--- src/rtl/rf_pkg.sv ---
// Shared constants, opcodes and FSM encoding for the
// register-file operation sequencer.
package rf_pkg;

    localparam int DW = 9;
    localparam int AW = 2;

    typedef enum logic [2:0] {
        OP_NOP = 3'd0,
        OP_ADD = 3'd1,
        OP_SUB = 3'd2,
        OP_AND = 3'd3,
        OP_OR  = 3'd4,
        OP_XOR = 3'd5,
        OP_MOV = 3'd6,
        OP_LDI = 3'd7
    } op_e;

    localparam logic [1:0] ST_IDLE  = 2'd0;
    localparam logic [1:0] ST_READ  = 2'd1;
    localparam logic [1:0] ST_EXEC  = 2'd2;
    localparam logic [1:0] ST_WRITE = 2'd3;

endpackage

--- src/rtl/rf_alu.sv ---
// Combinational ALU: produces a DW-bit result plus
// carry/borrow for one sequencer operation.
module rf_alu
    import rf_pkg::*;
#(
    parameter int W = rf_pkg::DW
) (
    input  op_e          op,
    input  logic [W-1:0] a,
    input  logic [W-1:0] b,
    input  logic [W-1:0] imm,
    output logic         carry,
    output logic [W-1:0] result
);

    logic [W:0] wide;

    // The extra top bit is carry for ADD and borrow for SUB.
    always_comb begin
        wide = '0;
        unique case (op)
            OP_ADD: wide = {1'b0, a} + {1'b0, b};
            OP_SUB: wide = {1'b0, a} - {1'b0, b};
            OP_AND: wide = {1'b0, a & b};
            OP_OR:  wide = {1'b0, a | b};
            OP_XOR: wide = {1'b0, a ^ b};
            OP_MOV: wide = {1'b0, a};
            OP_LDI: wide = {1'b0, imm};
            OP_NOP: wide = '0;
        endcase
    end

    assign carry  = wide[W];
    assign result = wide[W-1:0];

endmodule

--- src/rtl/rf_op_sequencer.sv ---
// Four-state sequencer: accept, read operands, execute,
// then commit one result to the register file.
module rf_op_sequencer #(
    parameter int DW = rf_pkg::DW,
    parameter int AW = rf_pkg::AW
) (
    input  logic          clk,
    input  logic          rst,
    input  logic          in_valid,
    output logic          in_ready,
    input  logic [2:0]    in_op,
    input  logic [AW-1:0] in_dst,
    input  logic [AW-1:0] in_src0,
    input  logic [AW-1:0] in_src1,
    input  logic [DW-1:0] in_imm,
    output logic [AW-1:0] rf_rd0_addr,
    output logic [AW-1:0] rf_rd1_addr,
    input  logic [DW-1:0] rf_rd0_data,
    input  logic [DW-1:0] rf_rd1_data,
    output logic          rf_wr_en,
    output logic [AW-1:0] rf_wr_addr,
    output logic [DW-1:0] rf_wr_data,
    output logic          done,
    output logic [DW-1:0] result,
    output logic          flag_c,
    output logic          flag_z
);

    import rf_pkg::*;

    logic [1:0]    state;
    op_e           req_op;
    logic [AW-1:0] req_dst;
    logic [DW-1:0] req_imm;
    logic [DW-1:0] opa;
    logic [DW-1:0] opb;
    logic          alu_c;
    logic [DW-1:0] alu_r;

    assign in_ready = (state == ST_IDLE);

    rf_alu #(.W(DW)) u_alu (
        .op     (req_op),
        .a      (opa),
        .b      (opb),
        .imm    (req_imm),
        .carry  (alu_c),
        .result (alu_r)
    );

    always_ff @(posedge clk or posedge rst) begin
        if (rst) begin
            state       <= ST_IDLE;
            req_op      <= OP_NOP;
            req_dst     <= '0;
            req_imm     <= '0;
            opa         <= '0;
            opb         <= '0;
            rf_rd0_addr <= '0;
            rf_rd1_addr <= '0;
            rf_wr_en    <= 1'b0;
            rf_wr_addr  <= '0;
            rf_wr_data  <= '0;
            done        <= 1'b0;
            result      <= '0;
            flag_c      <= 1'b0;
            flag_z      <= 1'b0;
        end else begin
            done     <= 1'b0;
            rf_wr_en <= 1'b0;
            case (state)
                ST_IDLE: begin
                    if (in_valid) begin
                        req_op      <= op_e'(in_op);
                        req_dst     <= in_dst;
                        req_imm     <= in_imm;
                        rf_rd0_addr <= in_src0;
                        rf_rd1_addr <= in_src1;
                        state       <= ST_READ;
                    end
                end
                ST_READ: begin
                    opa   <= rf_rd0_data;
                    opb   <= rf_rd1_data;
                    state <= ST_EXEC;
                end
                ST_EXEC: begin
                    done  <= 1'b1;
                    state <= ST_WRITE;
                    // NOP retires without touching result or flags.
                    if (req_op != OP_NOP) begin
                        rf_wr_en   <= 1'b1;
                        rf_wr_addr <= req_dst;
                        rf_wr_data <= alu_r;
                        result     <= alu_r;
                        flag_c     <= alu_c;
                        flag_z     <= (alu_r == '0);
                    end
                end
                default: state <= ST_IDLE;
            endcase
        end
    end

endmodule

--- config.mk ---
export PLATFORM = sky130hd
export DESIGN_NAME = rf_op_sequencer
export DESIGN_NICKNAME = d
export VERILOG_FILES = /design/src/rtl/rf_pkg.sv /design/src/rtl/rf_alu.sv /design/src/rtl/rf_op_sequencer.sv
export SDC_FILE = /design/constraint.sdc
export NUM_CORES = 1
export LEC_CHECK = 0
export CORE_ASPECT_RATIO = 2
export CORE_UTILIZATION = 40
export DETAILED_ROUTE_END_ITERATION = 10
export GPL_ROUTABILITY_DRIVEN = 0
export GPL_TIMING_DRIVEN = 0
export PLACE_DENSITY = 0.67
export SKIP_LAST_GASP = 1
export SLEW_MARGIN = 20
export SYNTH_ARGS = -nofsm -noshare
export SYNTH_HDL_FRONTEND = slang
export SYNTH_SLANG_ARGS = --single-unit
--- constraint.sdc ---
create_clock -name clk -period 3 [get_ports clk]
set_input_delay 0.6 -clock clk [delete_from_list [all_inputs] [get_ports clk]]
set_output_delay 0.6 -clock clk [all_outputs]
set_load 0.01 [all_outputs]
Yosys cells after proc, flatten, opt, wreduce, memory -nomap -nowiden
Index checks and enable logic that the tools add are counted.
{ "op_classes": {"eq_ne": 10, "bitwise": 3, "n_shift": 0, "n_mux": 6, "mul": 0, "div": 0, "n_addsub": 2, "reduce_logical": 6, "order_cmp": 0} }
{ "op_table": {"columns": ["operator", "n"], "rows": [
  ["$pmux W10 S8", 1],
  ["$eq A3 B3 Y1 const B", 4],
  ["$add A9 B9 Y10", 1],
  ["$sub A9 B9 Y10", 1],
  ["$and A9 B9 Y9", 1],
  ["$logic_not A9 Y1", 1],
  ["$or A9 B9 Y9", 1],
  ["$xor A9 B9 Y9", 1],
  ["$eq A3 B2 Y1 const B", 2],
  ["$pmux W2 S3", 1],
  ["$reduce_and A2 Y1", 2],
  ["$eq A3 B1 Y1 const B", 1],
  ["$logic_not A3 Y1", 1],
  ["$mux W1", 3],
  ["$reduce_bool A3 Y1", 1],
  ["$eq A2 B1 Y1 const B", 1],
  ["$eq A2 B2 Y1 const B", 1],
  ["$logic_not A2 Y1", 1],
  ["$mux W2", 1],
  ["$ne A2 B2 Y1 const B", 1]
]} }
{ "word_totals": {"word_cells": 41, "output_inout_bits": 29, "latch_bits": 0, "mem_count": 0, "mem_bits_rw": 0, "mem_bits_ro": 0, "reg_bits": 53, "inputBits": 39} }

Depth between registers and ports, before layout
Gate-level depths: netlist (run 1).
{ "depth": {"word_depth": 3, "depth_mapped": 13, "ltp_nobuf": 13} }

By module
A second synthesis (run 1) with hierarchy kept.
{ "unflattened": {"cells_unflattened": 334, "hier_area_um2": 3520.9} }
{ "by_module_without_submodules": {"columns": ["mod", "area_per_inst_um2", "n_inst", "cells_per_inst", "seq_area_each_um2"], "rows": [
  ["rf_op_sequencer", 2143.3, 1, 135, 1326.3],
  ["rf_alu", 1377.6, 1, 199, 0.0]
]} }

Least setup slack after synthesis (run 1)
Ideal clock, no wire load.
{ "synth_timing": {"path_kind": "reg2reg", "from": "register req_op[0]", "to": "register flag_z", "setup_slack_ns": 0.013, "t_required_ns": 2.897, "stages_incl_launch_ff": 12, "arrival_time_ns": 2.883, "n_path_buf": 2, "synth_period_minus_slack_ns": 2.987, "setup_time_ns": 0.103, "path_cell_list": "dfrtp_1 > buf_4 > buf_2 > nor3_2 > mux2_2 > fa_1 > nor2b_1 > o31a_1 > o211ai_1 > mux2_2 > o21ai_0 > o41ai_2"} }
{ "synth_via": {"elab_chain_len": 3, "elab_cells_between_ends": 12, "classes_between": "eq/ne: 7; mux: 1; reduce/logical: 4"} }
{ "synth_rtl": {"columns": ["element", "line", "text"], "rows": [
  ["start, declared", "rf_op_sequencer.sv:32", "op_e req_op;"],
  ["start signal, assigned", "rf_op_sequencer.sv:74", "req_op <= op_e'(in_op);"],
  ["$eq A3 B3 Y1 (tied with other cells)", "rf_alu.sv:21", "unique case (op)"],
  ["$pmux W10 S8", "rf_alu.sv:21", null],
  ["$logic_not A9 Y1", "rf_op_sequencer.sv:97", "flag_z <= (alu_r == '0);"],
  ["end signal, assigned", "rf_op_sequencer.sv:97", null],
  ["end, declared", "rf_op_sequencer.sv:26", "output logic flag_z"]
]} }
Several ways; a longest one is shown, not always the timed one.
A chain may end at the register's enable or synchronous reset.

Final worst setup path (run 1)
{ "layout_timing": {"from": "register req_op[1]", "to": "register flag_c"} }
{ "layout_via": {"elab_chain_len": 2, "elab_cells_between_ends": 11, "classes_between": "eq/ne: 7; mux: 1; reduce/logical: 3"} }
{ "layout_rtl": {"columns": ["element", "line", "text"], "rows": [
  ["$eq A3 B3 Y1 (tied with other cells)", "rf_alu.sv:21", null],
  ["$pmux W10 S8 / $reduce_and A2 Y1 (equally long branches)", null, null],
  ["end signal, assigned", "rf_op_sequencer.sv:96", "flag_c <= alu_c;"],
  ["end, declared", "rf_op_sequencer.sv:25", "output logic flag_c,"]
]} }
Several ways; a longest one is shown, not always the timed one.

==> flow_summary.toml, run 1 <==
[worst_hold_path]
hp-start = "rf_wr_addr[0]"
hp-class = "reg2reg"
min_path_cells = 2

[worst_setup_path]
r2r_cells = 14
reg2reg_from = "req_op[1]"
setup.worst_path.start = "req_op[1]"
crit_path_frequent_cell = "buf_6"
crit_path_max_fanout = 4
slowest_delay_ns = 0.46
critPathArrivalTime_ns = 3.25
critical_path_class = "reg2reg"
cp_cell_sequence = "buf_6, clkinvlp_4, nor3_4, buf_6, buf_6, nor2_1, xnor2_1, ha_1, a21o_1, nor3_2, a211oi_2, o21a_1, or4_1, nand3_1"
required_ns = 3.23
critPathSlowestCell = "or4_1"
critPathLaunchType = "flip-flop"
critPathCaptureType = "flip-flop"

[drt]
drc = 0
viasPerCell = 5.39
top_layer_used = "met4"
wl_met2_um = 4950
wl_met3_um = 287
wl_per_cell_um = 16.5
first_pass_iters = 4
antenna_left = 0
wl_met1_um = 2920
drt_wl_total_um = 8840
drtIter0Drc = 113
vias = 2893

[synthesis]
yosysTopAreaCell = "dfrtp_1"
syn_inst = 352
avgSynthCellArea_sq_um = 9.73
synthTopCellsByArea = "dfrtp_1 (39%), ha_1 (11%), mux2_2 (7.9%), nand2_1 (4.5%), o21ai_0 (4.2%)"
syn-num-nets = 423
synthFlopType = "dfrtp_1"
synth_edf_count = 0
synth_area_sq_um = 3430
synthArstFlopShare_pct = 100
yosys_warnings = 0
synth_top_area_share_pct = 38.7
yosysSeqAreaShare_pct = 38.7
ys_seq_elements = 53
ys_types = 53

[power_and_ir_drop]
sw_frac_of_total_pct = 44.1
pwr-share-clk_pct = 10.4
total_leakage_power_nw = 2.03
p_switching_mw = 2.78
powerDensity_nw_per_um2 = 1380
peakVddDrop_mv = 0.496
comb_power_share_pct = 68.2
p_int_mw = 3.53
p_seq_share_pct = 21.4

[die]
coreArea_sq_um = 8290
io_pins = 68
fp.dieW_um = 67.4
fp-row-count = 47
die_y_um = 133
dieArea_sq_um = 8960
initial_core_util_pct = 41.3

[clocking]
htree_levels = 2
clk-insertion-delay-late_ns = 0.30
cts.sinks = 53
clock_path_buffers = 2
cts_root_buf = "clkbuf_16"
holdBufCountCts = 0
cts_tree = "done"
numCtsBuffers = 5
clk_pin_slew_ns = 0.07

[finish]
register_area_sq_um = 1330
drive_gt1_share_pct = 18.5
synthToLayoutAreaGrowth_pct = 33.1
final_cell_mix = "clkdlybuf4s50_1 (67), dfrtp_1 (53), nand2_1 (41)"
final_common_cell = "clkdlybuf4s50_1"
nFillCells = 748
fin_nets = 509
n_antenna_cell = 0
multiInputGateArea_sq_um = 1890
fin_cells = 537

[sta]
hold_violations = 0
fin_tns_setup_ns = -0.0225
setup_viol_count_final = 1
worst-slew-pin-transition_ns = 0.684
slew_headroom_pct = 54.1
whs_ns = 0.480
finalCriticalPeriod_ns = 3.02
rsz0062_at_grt = "yes"
period_share_pct = 101
fin_skew_ns = 0.00709
fin_ws_ns = -0.0225
fmax_ghz = 0.331
drv_slew = 0

[placement]
dp_hpwl_um = 7140
dp_slack_ns = -0.576
portBuffers = 67
dp.cells = 518

[global_route]
grt_pass1_wl_um = 14000
first_global_vias = 2877
track_usage_pct = 21.3
grt.overflow.total = 0
grt_max_degree = 28
antenna_found_initial = 0

[run]
drv_cap = 0

[run_status]
status = "finished with violations"
failed_checks = "setup timing"
-- power by group through the flow --
| stage | combinational, mW | sequential [mW] | clock (mW) |
|---|---|---|---|
| after floorplan | 2.66 | 1.34 | 0 |
| after global placement | 3.73 | 1.34 | 0 |
| after detailed placement | 3.84 | 1.36 | 0 |
| after CTS | 3.94 | 1.35 | 0.668 |
| after global routing | 4.71 | 1.39 | 0.692 |
| final | 4.30 | 1.35 | 0.656 |
-- routing by layer --
layer	track usage, %	up-vias
met2	38.3	90
met3	3.53	41
met5	0	-
met4	16.7	0
li1	-	1392
met1	19.9	1370
-- flip-flops by register name, summed over array words and instances, names as in the netlist --
| signal | flops |
|---|---|
| rf_rd0_addr | 2 |
| req_dst | 2 |
| rf_rd1_addr | 2 |
| result | 9 |
| opb | 9 |
| req_op | 3 |
| flag_c | 1 |
| rf_wr_en | 1 |
| rf_wr_addr | 2 |
| flag_z | 1 |
| done | 1 |
| state | 2 |
| opa | 9 |
| req_imm | 9 |
-- synth_stat cells, types with 2 or more instances --
library cell,number
nand2_1,41
o21ai_0,29
o221ai_1,2
nand2b_1,3
or2_1,2
xnor2_1,8
inv_1,33
clkbuf_1,7
o211ai_1,4
o21a_1,7
buf_2,3
ha_1,31
dfrtp_1,53
a21oi_1,11
nand3_1,4
nor2b_1,6
a21o_1,2
nor3b_1,2
nand4_1,2
nor2_1,17
mux2i_1,3
nor3_1,5
buf_4,12
a31oi_1,5
o31ai_1,3
mux2_2,24
a211oi_1,5
mux4_2,3
-- final cells by class --
class | count | share of cell area (%)
buffer | 22 | 3.02
clock buffer | 6 | 2.83
clock inverter | 2 | 0.851
inverter | 34 | 2.88
multi-input combinational | 242 | 41.4
sequential | 53 | 29.1
tap | 98 | 2.69
timing repair buffer | 80 | 17.3
-- final timing paths --
check,endpoint,slack [ns]
setup / recovery,flag_c,-0.02
hold / removal,rf_wr_addr[0],0.48
setup reg to reg,flag_c,-0.02
hold reg to reg,rf_wr_addr[0],0.48
max in group asynchronous,result[3],1.76
min in group asynchronous,req_imm[7],0.68
-- per-stage QoR --
step	cell area, sq um	utilization (%)	power [mW]
floorplan	3430	-	4.00
global placement	4220	50.9	5.08
detailed placement	4240	51.1	5.20
CTS	4450	53.7	5.96
global route	4560	55.0	6.79
finish	4560	55.0	6.30
-- critical path: cells and delay by family (launching register included) --
kind / cells / cell delay, ns
XOR/XNOR: 1 / 0.12
AO/OA/AOI/OAI: 3 / 0.56
AND/OR/NAND/NOR: 5 / 1.07
adder cells (fa/ha/maj): 1 / 0.35
flip-flops: 1 / 0.36
buffers and inverters: 4 / 0.49
-- logic make-up after synthesis --
family	Yosys count	share of synthesized area [%]
buf+inv	57	7.89
xor+xnor	9	2.30
flops	53	38.7
mux	31	11.2
simple gates	89	12.2
fa+ha+maj	32	11.9
compound gates	81	15.8
-- repair_timing --
| item | CTS | global route |
|---|---|---|
| gates cloned | 0 | 0 |
| setup endpoints to repair | 7 | 5 |
| endpoints found under the hold margin | 0 | 0 |
| setup buffers | 3 | 9 |
| resized for setup | 7 | 10 |
| pin swaps | 2 | 14 |
No activity file was read; power rests on OpenSTA's default activity.
==> run 2: changes to the inputs <==
--- a/config.mk
+++ b/config.mk
@@ -11,7 +11,6 @@
 export GPL_ROUTABILITY_DRIVEN = 0
 export GPL_TIMING_DRIVEN = 0
 export PLACE_DENSITY = 0.67
-export SKIP_LAST_GASP = 1
 export SLEW_MARGIN = 20
 export SYNTH_ARGS = -nofsm -noshare
 export SYNTH_HDL_FRONTEND = slang
==> flow_summary.toml, run 2 (same netlist as run 1, synthesis figures left out) <==
[run_status]
status = "finished with violations"
failed_checks = "setup timing"

[clocking]
cts.sinks = 53
clock_path_buffers = 2
numCtsBuffers = 5
cts_root_buf = "clkbuf_16"
htree_levels = 2
clk_pin_slew_ns = 0.07
clk-insertion-delay-late_ns = 0.30
cts_tree = "done"
holdBufCountCts = 0

[power_and_ir_drop]
pwr-share-clk_pct = 10.4
p_seq_share_pct = 21.3
comb_power_share_pct = 68.3
peakVddDrop_mv = 0.494
p_switching_mw = 2.78
sw_frac_of_total_pct = 44.0
total_leakage_power_nw = 2.04
p_int_mw = 3.54
powerDensity_nw_per_um2 = 1380

[drt]
drtIter0Drc = 113
first_pass_iters = 4
wl_per_cell_um = 16.5
vias = 2886
antenna_left = 0
viasPerCell = 5.37
drc = 0
drt_wl_total_um = 8860

[finish]
utilization_pct = 55.1
synthToLayoutAreaGrowth_pct = 33.3
fin_nets = 509
final_common_cell = "clkdlybuf4s50_1"
final_cell_mix = "clkdlybuf4s50_1 (67), dfrtp_1 (53), nand2_1 (41)"
nFillCells = 747
drive_gt1_share_pct = 18.9
n_antenna_cell = 0
fin_cells = 537
multiInputGateArea_sq_um = 1890
finalInstanceArea_sq_um = 4570
register_area_sq_um = 1330

[worst_setup_path]
crit_path_max_fanout = 4
cp_cell_sequence = "buf_6, clkinvlp_4, nor3_4, buf_6, buf_6, nor2_2, xnor2_1, ha_1, a21o_1, nor3_2, a211oi_2, o21a_1, or4_1, nand3_1"
critPathLaunchType = "flip-flop"
rrSetupSlack_ns = -0.02
critPathSlowestCell = "or4_1"
r2r_cells = 14
crit_path_frequent_cell = "buf_6"
reg2reg_from = "req_op[1]"
required_ns = 3.23
slowest_delay_ns = 0.46
critical_path_class = "reg2reg"
critPathArrivalTime_ns = 3.25
rr_endpoint = "flag_c"
critPathCaptureType = "flip-flop"

[run]
drv_cap = 0

[global_route]
antenna_found_initial = 0
track_usage_pct = 21.3
first_global_vias = 2877
grt_max_degree = 28
grt.overflow.total = 0
grt_pass1_wl_um = 14000

[worst_hold_path]
hp-class = "reg2reg"
hp-start = "rf_wr_addr[0]"
whs_endpoint = "rf_wr_addr[0]"
min_path_cells = 2

[die]
coreArea_sq_um = 8290
io_pins = 68
fp-row-count = 47
die_y_um = 133
dieArea_sq_um = 8960
fp.dieW_um = 67.4
initial_core_util_pct = 41.3

[sta]
setup_viol_count_final = 1
hold_violations = 0
period_share_pct = 101
fmax_ghz = 0.332
fin_skew_ns = 0.00735
rsz0062_at_grt = "yes"
worst-slew-pin-transition_ns = 0.684
fin_tns_setup_ns = -0.0162
slew_headroom_pct = 54.1
finalCriticalPeriod_ns = 3.02
drv_slew = 0
fin_ws_ns = -0.0162

[placement]
dp.cells = 518
dp_slack_ns = -0.576
dpl_cell_area_sq_um = 4240
dp_hpwl_um = 7140
portBuffers = 67
## run 2: cell count changes in the layout (fill, tap and decap cells not counted)
cell	previous run	this run
ha_1	31	30
nor2_2	0	1
mux2_4	3	4
mux2_2	22	21
ha_2	0	1
nor2_1	17	16
## run 2: critical path, delay by kind of cell, from the launching register on
kind	cells	cell delay, ns
buffers and inverters	4	0.49
AND/OR/NAND/NOR	5	1.06
adder cells (fa/ha/maj)	1	0.35
flip-flops	1	0.36
AO/OA/AOI/OAI	3	0.56
XOR/XNOR	1	0.12
## run 2: power groups by stage
stage | Combinational [mW] | Clock [mW] | Sequential [mW]
3_3_place_gp | 3.73 | 0 | 1.34
5_1_grt | 4.73 | 0.692 | 1.39
6_report | 4.32 | 0.657 | 1.35
4_1_cts | 3.94 | 0.668 | 1.35
2_1_floorplan | 2.66 | 0 | 1.34
3_5_place_dp | 3.84 | 0 | 1.36
## run 2: cell type report
class,instances,area share [%]
multi-input cells,242,41.5
flip-flops and latches,53,29.0
repair buffers,80,17.3
well taps,98,2.68
plain buffers,22,3.01
clock buffers,6,2.82
inverters,34,2.88
clock inverters,2,0.849
## run 2: how the worst max path moves through the flow
stage / endpoint / cells after the start / from / slack [ns]
floorplan: flag_z / 11 / req_op[0] / 0.01
CTS: result[8] / 13 / req_op[1] / 0.03
finish: flag_c / 14 / req_op[1] / -0.02
detailed placement: result[8] / 11 / req_op[0] / -0.58
global placement: result[8] / 11 / req_op[0] / -0.47
global route: flag_c / 14 / req_op[1] / -0.14
## run 2: layer usage
metal | share of wire [%] | track usage, %
met1 | 33 | 19.9
met2 | 56 | 38.3
met3 | 3.5 | 3.53
met4 | 7.7 | 16.7
met5 | 0 | 0
## run 2: stage by stage
step	hold WS, ns	total power, mW
after floorplan	0.433	4.00
after detailed placement	0.465	5.20
final	0.480	6.32
after global routing	0.513	6.81
after CTS	0.482	5.96
after global placement	0.457	5.08
## run 2: repair_timing
item / CTS / global route
endpoints found under the setup margin: 7 / 5
resized for setup: 7 / 13
pin swaps: 2 / 14
buffers inserted: 3 / 9
==> variant (flow settings as in run 2) <==
`DW`: 9 -> 10.
--- a/src/rtl/rf_pkg.sv
+++ b/src/rtl/rf_pkg.sv
@@ -2,7 +2,7 @@
 // register-file operation sequencer.
 package rf_pkg;
 
-    localparam int DW = 9;
+    localparam int DW = 10;
     localparam int AW = 2;
 
     typedef enum logic [2:0] {
Interface: changed (5 resized); port bits go from 68 to 73. The function was not compared with the original's and may differ.
==> variant against run 2 <==
- the run ends with DRC left
- sequential cell count up 4
- core utilization up 1.8 points
- count of clock-buffer cells in the layout up 3
- worst setup slack better by 0.056 ns
- synthesized area up 10%
- critical path depth down 1
- routed wire length up 13%
- design area up 13%
- largest cell class unchanged
Power is not shown: default switching activity piles up to over one toggle a cycle in this logic, so the estimate is an artifact.
==> variant: results (changes against run 2) <==
Outcome
  – Status: finished, violations left
  – Violations in the final reports: DRC

Worst setup path
  – Cell family with most CP delay: compound AO/OA/AOI/OAI gates
  – Endpoint of the lowest-slack register-to-register path: flag_z$_DFFE_PP0P_
  – Top fanout value on the critical path: 5 (+1)
  – Worst reg2reg path depth: 13 (-1)
  – Slowest stage cell, crit path: sky130_fd_sc_hd__fa_2
  – Arrival time worst endpoint: 3.22 ns (-0.03 ns)

Global route
  – GRT Resource Usage Total: 0.215 (+0.00182)
  – Met1 Resource Use GR: 0.202 (+0.00271)
  – Met2 track utilization from global routing: 0.413 (+0.0296)
  – Global routing usage on met3: 0.0340 (-0.00131)
  – First-pass GRT wire length: 16,300 um (+16%)

Timing
  – Final worst clock skew: 0.00490 ns (-0.00245 ns)
  – Worst-case setup margin in the final layout: 0.0397 ns (+0.0559 ns)
  – Hold Worst Slack: 0.466 ns (-0.0134 ns)
  – Actual transition at the worst max-transition pin: 0.699 ns (+0.0143 ns)

Clock tree
  – H-tree lvl count: 3 (+1)

Synth
  – Seq cells post-synth: 57 (+7.5%)
  – XOR/XNOR Fraction of Synth Area: 0.0348 (+0.0118)
  – Avg Inst Size Synth: 9.51 sq um (-2.3%)
  – Post-synthesis sequential area ratio: 0.378 (-0.00941)
  – Total nets after synthesis: 475 (+12%)
  – Post-synth top cells: sky130_fd_sc_hd__dfrtp_1, sky130_fd_sc_hd__nand2_1, sky130_fd_sc_hd__inv_1, sky130_fd_sc_hd__o21ai_0, sky130_fd_sc_hd__ha_1
  – Compound-Gate Fraction of Synth Area: 0.170 (+0.0122)
  – Cell types occupying the most area after synthesis: sky130_fd_sc_hd__dfrtp_1, sky130_fd_sc_hd__ha_1, sky130_fd_sc_hd__mux2_2
  – Multiplexer fraction of the synthesized cell area: 0.0908 (-0.0210)

Drt
  – Routed met1 length: 3440 um (+19%)
  – Routed wire length: 9980 um (+13%)
  – Via count: 3,247 (+13%)
  – Detailed-router iteration count before antenna repair: 8 (+4)
  – Routed length on met2: 5760 um (+16%)
  – Number of remaining DRC errors: 5 (+5)
  – Met3 WL: 285 um (-8.9%)
  – Count of routing violations after the opening detailed-route iteration: 166 (+47%)

Layout
  – Number of multi-input combinational cells: 276 (+14%)
  – Storage element area: 1430 sq um (+7.7%)
  – Non-clock inverter total of the final layout: 38 (+12%)
  – Final core occ: 0.569 (+0.0179)
  – Post-Layout Cell Count: 601 (+12%)
  – Buffer share of cell area: 0.197 (-0.00559)
  – Number of filler instances in the final layout: 835 (+12%)

Placed design
  – Detailed-placement wirelength estimate: 7860 um (+10%)
  – Post-place instance area: 4660 sq um (+10%)
  – Dpl ws: -0.541 ns (+0.0357 ns)
  – Quantity of I/O buffers inserted on ports: 72 (+7.5%)
  – Placed cell count: 571 (+10%)

Worst hold path
  – Source of the worst hold timing path: req_dst[0]$_DFFE_PP0P_
[variant: changes by cell type in the layout (fill, tap and decap cells not counted), moves of 3 or more]
cell,before,now
sky130_fd_sc_hd__o31ai_1,2,5
sky130_fd_sc_hd__mux2_4,4,1
sky130_fd_sc_hd__xnor2_1,8,11
sky130_fd_sc_hd__clkdlybuf4s50_1,67,72
sky130_fd_sc_hd__a2bb2oi_1,0,3
sky130_fd_sc_hd__buf_4,22,26
sky130_fd_sc_hd__o21a_1,7,4
sky130_fd_sc_hd__o21ai_0,27,37
sky130_fd_sc_hd__a22oi_1,1,4
sky130_fd_sc_hd__clkbuf_16,5,9
sky130_fd_sc_hd__clkinv_2,0,3
sky130_fd_sc_hd__o211ai_1,4,1
sky130_fd_sc_hd__nand2_1,41,44
sky130_fd_sc_hd__ha_1,30,34
[variant: what timing repair did]
action                     CTS  global route
setup buffers                9             8
pin swaps                   10            13
resized for setup           19             7
setup endpoints to repair    9             4
